## config.mk

```make
export PLATFORM = sky130hd
export DESIGN_NAME = call_control
export DESIGN_NICKNAME = d
export VERILOG_FILES = /design/src/rtl/call_control.sv
export SDC_FILE = /design/constraint.sdc
export NUM_CORES = 1
export LEC_CHECK = 0
export CAP_MARGIN = 5
export CORE_MARGIN = 3
export CORE_UTILIZATION = 35
export CTS_CLUSTER_DIAMETER = 200
export DETAILED_ROUTE_END_ITERATION = 8
export GPL_ROUTABILITY_DRIVEN = 1
export HOLD_SLACK_MARGIN = 0.15
export PLACE_DENSITY = 0.65
export SETUP_SLACK_MARGIN = 0.4
export SLEW_MARGIN = 10
export SYNTH_ARGS = -nofsm -noshare
export SYNTH_HDL_FRONTEND = slang
export SYNTH_SLANG_ARGS = --single-unit
```

## constraint.sdc

```tcl
create_clock -name clk -period 6.5 [get_ports clk]
set_clock_uncertainty 0.15 [all_clocks]
set_input_delay 0.65 -clock clk [delete_from_list [all_inputs] [get_ports clk]]
set_output_delay 0.65 -clock clk [all_outputs]
set_load 0.005 [all_outputs]
```

## src/rtl/call_control.sv

```systemverilog
// ---------------------------------------------------------------------------
// call_control
//
// Call-state controller at the far end of the user_interface command link.
// It turns UI commands (dial / accept / reject / hangup) and received
// call-signalling packets into call-state transitions. It sends outgoing
// signalling packets to the network layer and reports call status back to
// the UI.
//
// States: IDLE, DIALING, RINGING, CONNECTED. A shared timer bounds the time
// spent in DIALING and RINGING.
//
// Optional feature macro:
//   CALL_CTRL_AUTOANSWER_EN - when defined, a call left ringing for
//   AUTO_ANS_CYCLES cycles is answered as if the user had pressed ACCEPT.
//   This only has an effect when AUTO_ANS_CYCLES < TIMEOUT_CYCLES.
//   When undefined, no auto-answer logic is built.
//
// Parameters:
//   TIMEOUT_CYCLES   cycles spent in DIALING/RINGING before giving up
//   AUTO_ANS_CYCLES  ringing cycles before auto-answer (macro builds only)
//   ADDR_W           station address width
//
// Ports:
//   clk            in   system clock
//   reset          in   asynchronous active-high reset
//   ui_cmd         in   3b UI command: 0 NOP, 1 DIAL, 2 ACCEPT, 3 REJECT,
//                       4 HANGUP, 5-7 ignored
//   ui_cmd_valid   in   one-cycle strobe qualifying ui_cmd / ui_addr
//   ui_addr        in   destination address for DIAL
//   rx_valid       in   one-cycle strobe: received packet
//   rx_type        in   3b packet type: 1 CALL_REQ, 2 CALL_ACK, 3 CALL_NAK,
//                       4 CALL_END, others ignored
//   rx_src         in   sender address of the received packet
//   tx_valid       out  packet request, held until tx_ready
//   tx_type        out  packet type (same codes as rx_type)
//   tx_dst         out  packet destination
//   tx_ready       in   transport takes the packet when tx_valid && tx_ready
//   inc_command    out  UI status pulse: 1 RING, 2 CONNECTED, 3 BUSY,
//                       4 ENDED, 5 TIMEOUT, else 0
//   init           out  one-cycle pulse in the first cycle after reset
//   incoming_call  out  level, high while RINGING
//   peer_addr      out  address of the current or last peer
//
// Every output is registered. The response to a strobe appears one cycle
// later.
// ---------------------------------------------------------------------------
module call_control #(
  parameter int unsigned TIMEOUT_CYCLES  = 27_000_000,
  parameter int unsigned AUTO_ANS_CYCLES = 81_000_000,
  parameter int unsigned ADDR_W          = 8
) (
  input  logic              clk,
  input  logic              reset,
  input  logic [2:0]        ui_cmd,
  input  logic              ui_cmd_valid,
  input  logic [ADDR_W-1:0] ui_addr,
  input  logic              rx_valid,
  input  logic [2:0]        rx_type,
  input  logic [ADDR_W-1:0] rx_src,
  output logic              tx_valid,
  output logic [2:0]        tx_type,
  output logic [ADDR_W-1:0] tx_dst,
  input  logic              tx_ready,
  output logic [2:0]        inc_command,
  output logic              init,
  output logic              incoming_call,
  output logic [ADDR_W-1:0] peer_addr
);

  // UI command codes
  localparam logic [2:0] CMD_DIAL   = 3'd1;
  localparam logic [2:0] CMD_ACCEPT = 3'd2;
  localparam logic [2:0] CMD_REJECT = 3'd3;
  localparam logic [2:0] CMD_HANGUP = 3'd4;

  // Packet type codes (shared by rx and tx)
  localparam logic [2:0] PKT_NONE = 3'd0;
  localparam logic [2:0] PKT_REQ  = 3'd1;
  localparam logic [2:0] PKT_ACK  = 3'd2;
  localparam logic [2:0] PKT_NAK  = 3'd3;
  localparam logic [2:0] PKT_END  = 3'd4;

  // UI status codes
  localparam logic [2:0] UI_NONE      = 3'd0;
  localparam logic [2:0] UI_RING      = 3'd1;
  localparam logic [2:0] UI_CONNECTED = 3'd2;
  localparam logic [2:0] UI_BUSY      = 3'd3;
  localparam logic [2:0] UI_ENDED     = 3'd4;
  localparam logic [2:0] UI_TIMEOUT   = 3'd5;

  // The timer must be able to hold the largest compare value in any build.
  localparam int unsigned TMR_LIMIT = (AUTO_ANS_CYCLES > TIMEOUT_CYCLES) ?
                                      AUTO_ANS_CYCLES : TIMEOUT_CYCLES;
  localparam int unsigned TMR_W     = (TMR_LIMIT > 2) ? $clog2(TMR_LIMIT) : 1;
  localparam logic [TMR_W-1:0] TMR_SAT  = {TMR_W{1'b1}};
  localparam logic [TMR_W-1:0] TMO_LAST = TMR_W'(TIMEOUT_CYCLES - 1);
`ifdef CALL_CTRL_AUTOANSWER_EN
  localparam logic [TMR_W-1:0] AA_LAST  = TMR_W'(AUTO_ANS_CYCLES - 1);
`endif

  typedef enum logic [1:0] {
    S_IDLE      = 2'd0,
    S_DIALING   = 2'd1,
    S_RINGING   = 2'd2,
    S_CONNECTED = 2'd3
  } state_e;

  // Registered state and outputs
  state_e             state_q, state_d;
  logic [TMR_W-1:0]   timer_q, timer_d;
  logic [ADDR_W-1:0]  peer_addr_q, peer_addr_d;
  logic               tx_valid_q, tx_valid_d;
  logic [2:0]         tx_type_q, tx_type_d;
  logic [ADDR_W-1:0]  tx_dst_q, tx_dst_d;
  logic [2:0]         inc_command_q, inc_command_d;
  logic               incoming_call_q, incoming_call_d;
  logic               init_q, init_d;
  logic               started_q, started_d;

  // Event decode shared by the next-state and output processes
  logic               ui_ev_s;       // UI command that survived rx arbitration
  logic               rx_peer_s;     // packet from the current peer
  logic               timeout_s;
  logic               auto_ans_s;
  logic               send_s;        // FSM-generated packet request
  logic [2:0]         send_type_s;
  logic [ADDR_W-1:0]  send_dst_s;
  logic               nak_s;         // auto-reject of a stranger's CALL_REQ
  logic [2:0]         status_s;

  // A received packet always wins, so a coincident UI command is discarded.
  assign ui_ev_s   = ui_cmd_valid && !rx_valid;
  assign rx_peer_s = rx_valid && (rx_src == peer_addr_q);
  assign timeout_s = (timer_q == TMO_LAST);
`ifdef CALL_CTRL_AUTOANSWER_EN
  assign auto_ans_s = (timer_q == AA_LAST);
`else
  assign auto_ans_s = 1'b0;
`endif

  // A CALL_REQ from anyone but the peer while busy gets an automatic NAK.
  assign nak_s = rx_valid && (rx_type == PKT_REQ) && (state_q != S_IDLE) &&
                 (rx_src != peer_addr_q);

  // State register: FSM state, timer, peer and all registered outputs
  always_ff @(posedge clk or posedge reset) begin
    if (reset) begin
      state_q         <= S_IDLE;
      timer_q         <= {TMR_W{1'b0}};
      peer_addr_q     <= {ADDR_W{1'b0}};
      tx_valid_q      <= 1'b0;
      tx_type_q       <= PKT_NONE;
      tx_dst_q        <= {ADDR_W{1'b0}};
      inc_command_q   <= UI_NONE;
      incoming_call_q <= 1'b0;
      init_q          <= 1'b0;
      started_q       <= 1'b0;
    end else begin
      state_q         <= state_d;
      timer_q         <= timer_d;
      peer_addr_q     <= peer_addr_d;
      tx_valid_q      <= tx_valid_d;
      tx_type_q       <= tx_type_d;
      tx_dst_q        <= tx_dst_d;
      inc_command_q   <= inc_command_d;
      incoming_call_q <= incoming_call_d;
      init_q          <= init_d;
      started_q       <= started_d;
    end
  end

  // Next-state: call FSM transitions, packet requests, UI status and timer
  always_comb begin
    state_d     = state_q;
    peer_addr_d = peer_addr_q;
    send_s      = 1'b0;
    send_type_s = PKT_NONE;
    send_dst_s  = peer_addr_q;
    status_s    = UI_NONE;

    case (state_q)
      S_IDLE: begin
        if (rx_valid && (rx_type == PKT_REQ)) begin
          peer_addr_d = rx_src;
          status_s    = UI_RING;
          state_d     = S_RINGING;
        end else if (ui_ev_s && (ui_cmd == CMD_DIAL)) begin
          peer_addr_d = ui_addr;
          send_s      = 1'b1;
          send_type_s = PKT_REQ;
          send_dst_s  = ui_addr;
          state_d     = S_DIALING;
        end else begin
          state_d = S_IDLE;
        end
      end

      S_DIALING: begin
        if (rx_peer_s && (rx_type == PKT_ACK)) begin
          status_s = UI_CONNECTED;
          state_d  = S_CONNECTED;
        end else if (rx_peer_s && (rx_type == PKT_NAK)) begin
          status_s = UI_BUSY;
          state_d  = S_IDLE;
        end else if (ui_ev_s && (ui_cmd == CMD_HANGUP)) begin
          send_s      = 1'b1;
          send_type_s = PKT_END;
          status_s    = UI_ENDED;
          state_d     = S_IDLE;
        end else if (timeout_s) begin
          status_s = UI_TIMEOUT;
          state_d  = S_IDLE;
        end else begin
          state_d = S_DIALING;
        end
      end

      S_RINGING: begin
        if (rx_peer_s && (rx_type == PKT_END)) begin
          status_s = UI_ENDED;
          state_d  = S_IDLE;
        end else if (ui_ev_s && (ui_cmd == CMD_ACCEPT)) begin
          send_s      = 1'b1;
          send_type_s = PKT_ACK;
          status_s    = UI_CONNECTED;
          state_d     = S_CONNECTED;
        end else if (ui_ev_s && (ui_cmd == CMD_REJECT)) begin
          send_s      = 1'b1;
          send_type_s = PKT_NAK;
          state_d     = S_IDLE;
        end else if (timeout_s) begin
          send_s      = 1'b1;
          send_type_s = PKT_NAK;
          status_s    = UI_TIMEOUT;
          state_d     = S_IDLE;
        end else if (auto_ans_s) begin
          send_s      = 1'b1;
          send_type_s = PKT_ACK;
          status_s    = UI_CONNECTED;
          state_d     = S_CONNECTED;
        end else begin
          state_d = S_RINGING;
        end
      end

      S_CONNECTED: begin
        if (rx_peer_s && (rx_type == PKT_END)) begin
          status_s = UI_ENDED;
          state_d  = S_IDLE;
        end else if (ui_ev_s && (ui_cmd == CMD_HANGUP)) begin
          send_s      = 1'b1;
          send_type_s = PKT_END;
          status_s    = UI_ENDED;
          state_d     = S_IDLE;
        end else begin
          state_d = S_CONNECTED;
        end
      end

      default: begin
        state_d = S_IDLE;
      end
    endcase

    // The timer restarts on every state change and saturates instead of
    // wrapping, so a stalled compare can never re-arm.
    if (state_d != state_q) begin
      timer_d = {TMR_W{1'b0}};
    end else if (((state_q == S_DIALING) || (state_q == S_RINGING)) &&
                 (timer_q != TMR_SAT)) begin
      timer_d = timer_q + TMR_W'(1);
    end else begin
      timer_d = timer_q;
    end
  end

  // Output: TX slot arbitration, status pulse, ringing level and init pulse
  always_comb begin
    tx_valid_d = tx_valid_q;
    tx_type_d  = tx_type_q;
    tx_dst_d   = tx_dst_q;

    // Only one packet can be outstanding. Any request raised while the slot
    // is busy is dropped. FSM packets take priority over the auto-NAK.
    if (tx_valid_q) begin
      if (tx_ready) begin
        tx_valid_d = 1'b0;
        tx_type_d  = PKT_NONE;
        tx_dst_d   = {ADDR_W{1'b0}};
      end else begin
        tx_valid_d = 1'b1;
      end
    end else if (send_s) begin
      tx_valid_d = 1'b1;
      tx_type_d  = send_type_s;
      tx_dst_d   = send_dst_s;
    end else if (nak_s) begin
      tx_valid_d = 1'b1;
      tx_type_d  = PKT_NAK;
      tx_dst_d   = rx_src;
    end else begin
      tx_valid_d = 1'b0;
      tx_type_d  = PKT_NONE;
      tx_dst_d   = {ADDR_W{1'b0}};
    end

    inc_command_d   = status_s;
    incoming_call_d = (state_d == S_RINGING);
    init_d          = !started_q;
    started_d       = 1'b1;
  end

  assign tx_valid      = tx_valid_q;
  assign tx_type       = tx_type_q;
  assign tx_dst        = tx_dst_q;
  assign inc_command   = inc_command_q;
  assign init          = init_q;
  assign incoming_call = incoming_call_q;
  assign peer_addr     = peer_addr_q;

endmodule

```

==> results.md <==
* Deepest clock path buffer count at 2
* PnR worst setup slack at 3.243 ns
* Most frequent cells in the layout: dfrtp_1 (55), clkdlybuf4s50_1 (51), nor3_1 (39)
* FF+latch count, synth at 55
* Largest family of logic cells by synthesized area: simple AND/OR/NAND/NOR gates
* CTS Hold Buffers Added at 0
* Vias in the first global route at 2512
* CTS root buffer: clkbuf_8
* GRT overflow at 0
* PD cells at 363.9 mW/mm^2
* Port Buffers at 51
* Worst Path Required at 6.52 ns
* Max Cap Violations at 0
* Ys flop type: dfrtp_1
* Num CTS Buffers at 5
* Share of layout cells above drive strength 1 at 0.08073
* RSZ-0062 raised after global routing: no
* Final WL at around 7.6 mm
* Final hold slack at about 0.24 ns
* Worst Setup SP: rx_src[6]
* Area of placed instances at 0.003800 sq mm
* Final Power at approximately 1.4 mW
* H-Tree Depth at 2
* Worst Path Max Fanout at 27
* Critical Path AT at 3.27 ns
* Number of vias per cell at roughly 5.4
* Max incr delay on CP at around 0.64 ns
* Fin. max-slew vios at 0
* Critical R2R Capture: timer_q[9]$_DFFE_PP0P_
* # Post-CTS Setup Buffers at 0
* Compound-Gate Fraction of Synth Area at 0.1164
* Clk sinks at 55
* Worst path bufs/invs at 1
* Worst R2R Start: state_q[0]$_DFF_PP0_
* Tcrit/Tclk final at 0.5012
* Nets at 415
* First-pass GRT wire length at around 12 mm
* Drt drc at 0
* Worst Hold Class: register to register
* Most common cell after layout, fill and taps aside: dfrtp_1
* First-pass DRT Iterations at 4
* Design area at 0.003916 sq mm
* WS Path Type: input port to register
* Die Y at 101.8 um
* Final antenna-violating net count at 0
* CTS clk-pin slew, worst paths at 0.10 ns
* Capture point of the critical path: timer_q[9]$_DFFE_PP0P_
* Status: finished, final reports clean
* Critical Path, Cell by Cell: clkdlybuf4s50_1 -> xnor2_1 -> nand4_2 -> nor3_2 -> o21bai_2 -> o31a_4 -> xnor2_4 -> nor3_1
* ANT cells at 0
* CP max stage cell: xnor2_4
* Post-Synth Adder-Cell Area at 0.01947
* Worst VDD drop at 0.0001854 V
* Largest net degree at the start of global routing at 56
* Wirelength per Cell at 15.44 um
* Syn Nets at 366
* Initial Util at 0.3649
* Std-Cell Rows at 34
* Post-synth EDFFs at 0
* Clock Latency Late Sink at between 0.3 and 0.4 ns
* Core Area at 0.008806 sq mm
* Critical Path End Type: register
* Avg Inst Size Synth at 9.620 sq um
* WHS Path Cells at 1
* Synth Instances at 334
* Startpoint Class: input port
* Final setup violation count at 0
* Synth Warn # at 0
* Pleak at between 1.5 and 2 nW
* Post-synthesis mux area share at 0.02804
* FF-to-FF setup slack at about 3.5 ns
* Reg2reg path depth at 8
* Setup TNS at 0 ns
* IO Pins at 52
* Sequential area share after synthesis at 0.4283
* Top delay family on crit path: XOR/XNOR gates
* Fmax at between 0.3 and 0.4 GHz
* GPL Wtd Cong at just over 0.8
* CTS tree: built
* Synth cell types at 53
* Fin. Hold Viols at 0
* Syn Std Cell Area at 0.003213 sq mm
* Final Critical Period at 3.258 ns
* DP HPWL at between 5 and 6 mm
* Number of instances resized during post-cts repair at 0
* Slew @ Worst Pin at slightly above 0.9 ns
* Tot GR Track Use at 0.1472
* Die width at between 100 and 150 um
* Simple-gate share of the synthesized area at 0.2543
* Starting DRT DRC Count at 124
* Rel. slew slack at 0.3782
* Die area at between 0.01 and 0.015 sq mm
* Via Count at 2652
* Pre-CTS setup slack at 2.894 ns
* Post-synth ARST share at 1.000
* Synth Area in XOR/XNOR at 0.1071
* Worst path depth at 8
* Synth-to-layout area growth at 21.88%
* Initial antenna violation count at 0
how the worst min path moves through the flow:
stage                              from  slack [ns]              to
floorplan           started_q$_DFF_PP0_        0.22  init$_DFF_PP0_
global placement    started_q$_DFF_PP0_        0.22  init$_DFF_PP0_
detailed placement  started_q$_DFF_PP0_        0.23  init$_DFF_PP0_
CTS                 started_q$_DFF_PP0_        0.24  init$_DFF_PP0_
global route        started_q$_DFF_PP0_        0.25  init$_DFF_PP0_
finish              started_q$_DFF_PP0_        0.24  init$_DFF_PP0_
layout make-up:
cell class,instances,area [sq um]
fill,850,4890
multi-input combinational,249,1692
sequential,55,1376
timing repair buffer,53,525.5
tap,108,135.1
inverter,19,71.32
clock buffer,5,68.82
clock inverter,3,47.55
stage by stage:
stage,util,cells
after floorplan,-,334
after global placement,0.4315,484
final,0.4447,492
after detailed placement,0.4315,484
after global routing,0.4447,492
after CTS,0.4447,492
logic make-up after synthesis:
family / count (synthesis)
buffers and inverters: 30
AND/OR/NAND/NOR: 150
multiplexers: 9
adder cells (fa/ha/maj): 5
AO/OA/AOI/OAI: 49
flip-flops: 55
XOR/XNOR: 35
other: 1
worst register-to-register path, stage by stage, from the launching register on:
cell,delay (ns)
dfrtp_1,0.39
inv_1,0.13
ha_1,0.50
inv_1,0.19
o41ai_1,0.09
o21bai_2,0.22
o31a_4,0.38
xnor2_4,0.64
nor3_1,0.16
per-layer routing:
metal,part of all wire,global-route usage,vias to the layer above
li1,-,-,1296
met1,0.48,0.2092,1291
met2,0.46,0.2359,58
met3,0.049,0.02321,7
met4,0.0090,0.03835,0
met5,0,0,-
sequential cells by signal, summed over array words and instances (netlist names):
signal / count
inc_command: 3
incoming_call: 1
init: 1
peer_addr: 8
started_q: 1
state_q: 2
timer_q: 27
tx_dst: 8
tx_type: 3
tx_valid: 1
synthesized netlist by cell type (2+ instances only):
master	instances	area [sq um]
mux2i_1	9	90.09
nor4_1	4	25.02
and4_4	2	22.52
nand2b_1	2	12.51
nand2_1	25	93.84
nand3b_1	2	15.01
or2_2	2	12.51
dfrtp_1	55	1376
xnor2_1	30	262.8
nor3_1	39	195.2
and3_1	7	43.79
ha_1	5	62.56
o22ai_1	8	50.05
a22o_1	2	17.52
xnor2_4	2	55.05
nor2b_1	4	25.02
nor4b_1	2	17.52
buf_6	4	45.04
and4_1	3	26.28
clkbuf_1	5	18.77
nor2_1	25	93.84
a21oi_1	16	80.08
nand4_1	6	37.54
nand3_1	13	65.06
nand4_2	2	25.02
nor3_2	4	40.04
xor2_1	3	26.28
o21ai_0	2	10.01
o221ai_1	8	70.07
inv_1	19	71.32
o31ai_1	2	15.01
power breakdown:
group / leakage [nW] / internal (mW) / switching (mW)
Clock: 0.0587 / 0.117 / 0.121
Sequential: 0.731 / 0.413 / 0.0602
Combinational: 0.766 / 0.301 / 0.413
Total: 1.56 / 0.830 / 0.595
No activity file was read; power rests on OpenSTA's default activity.
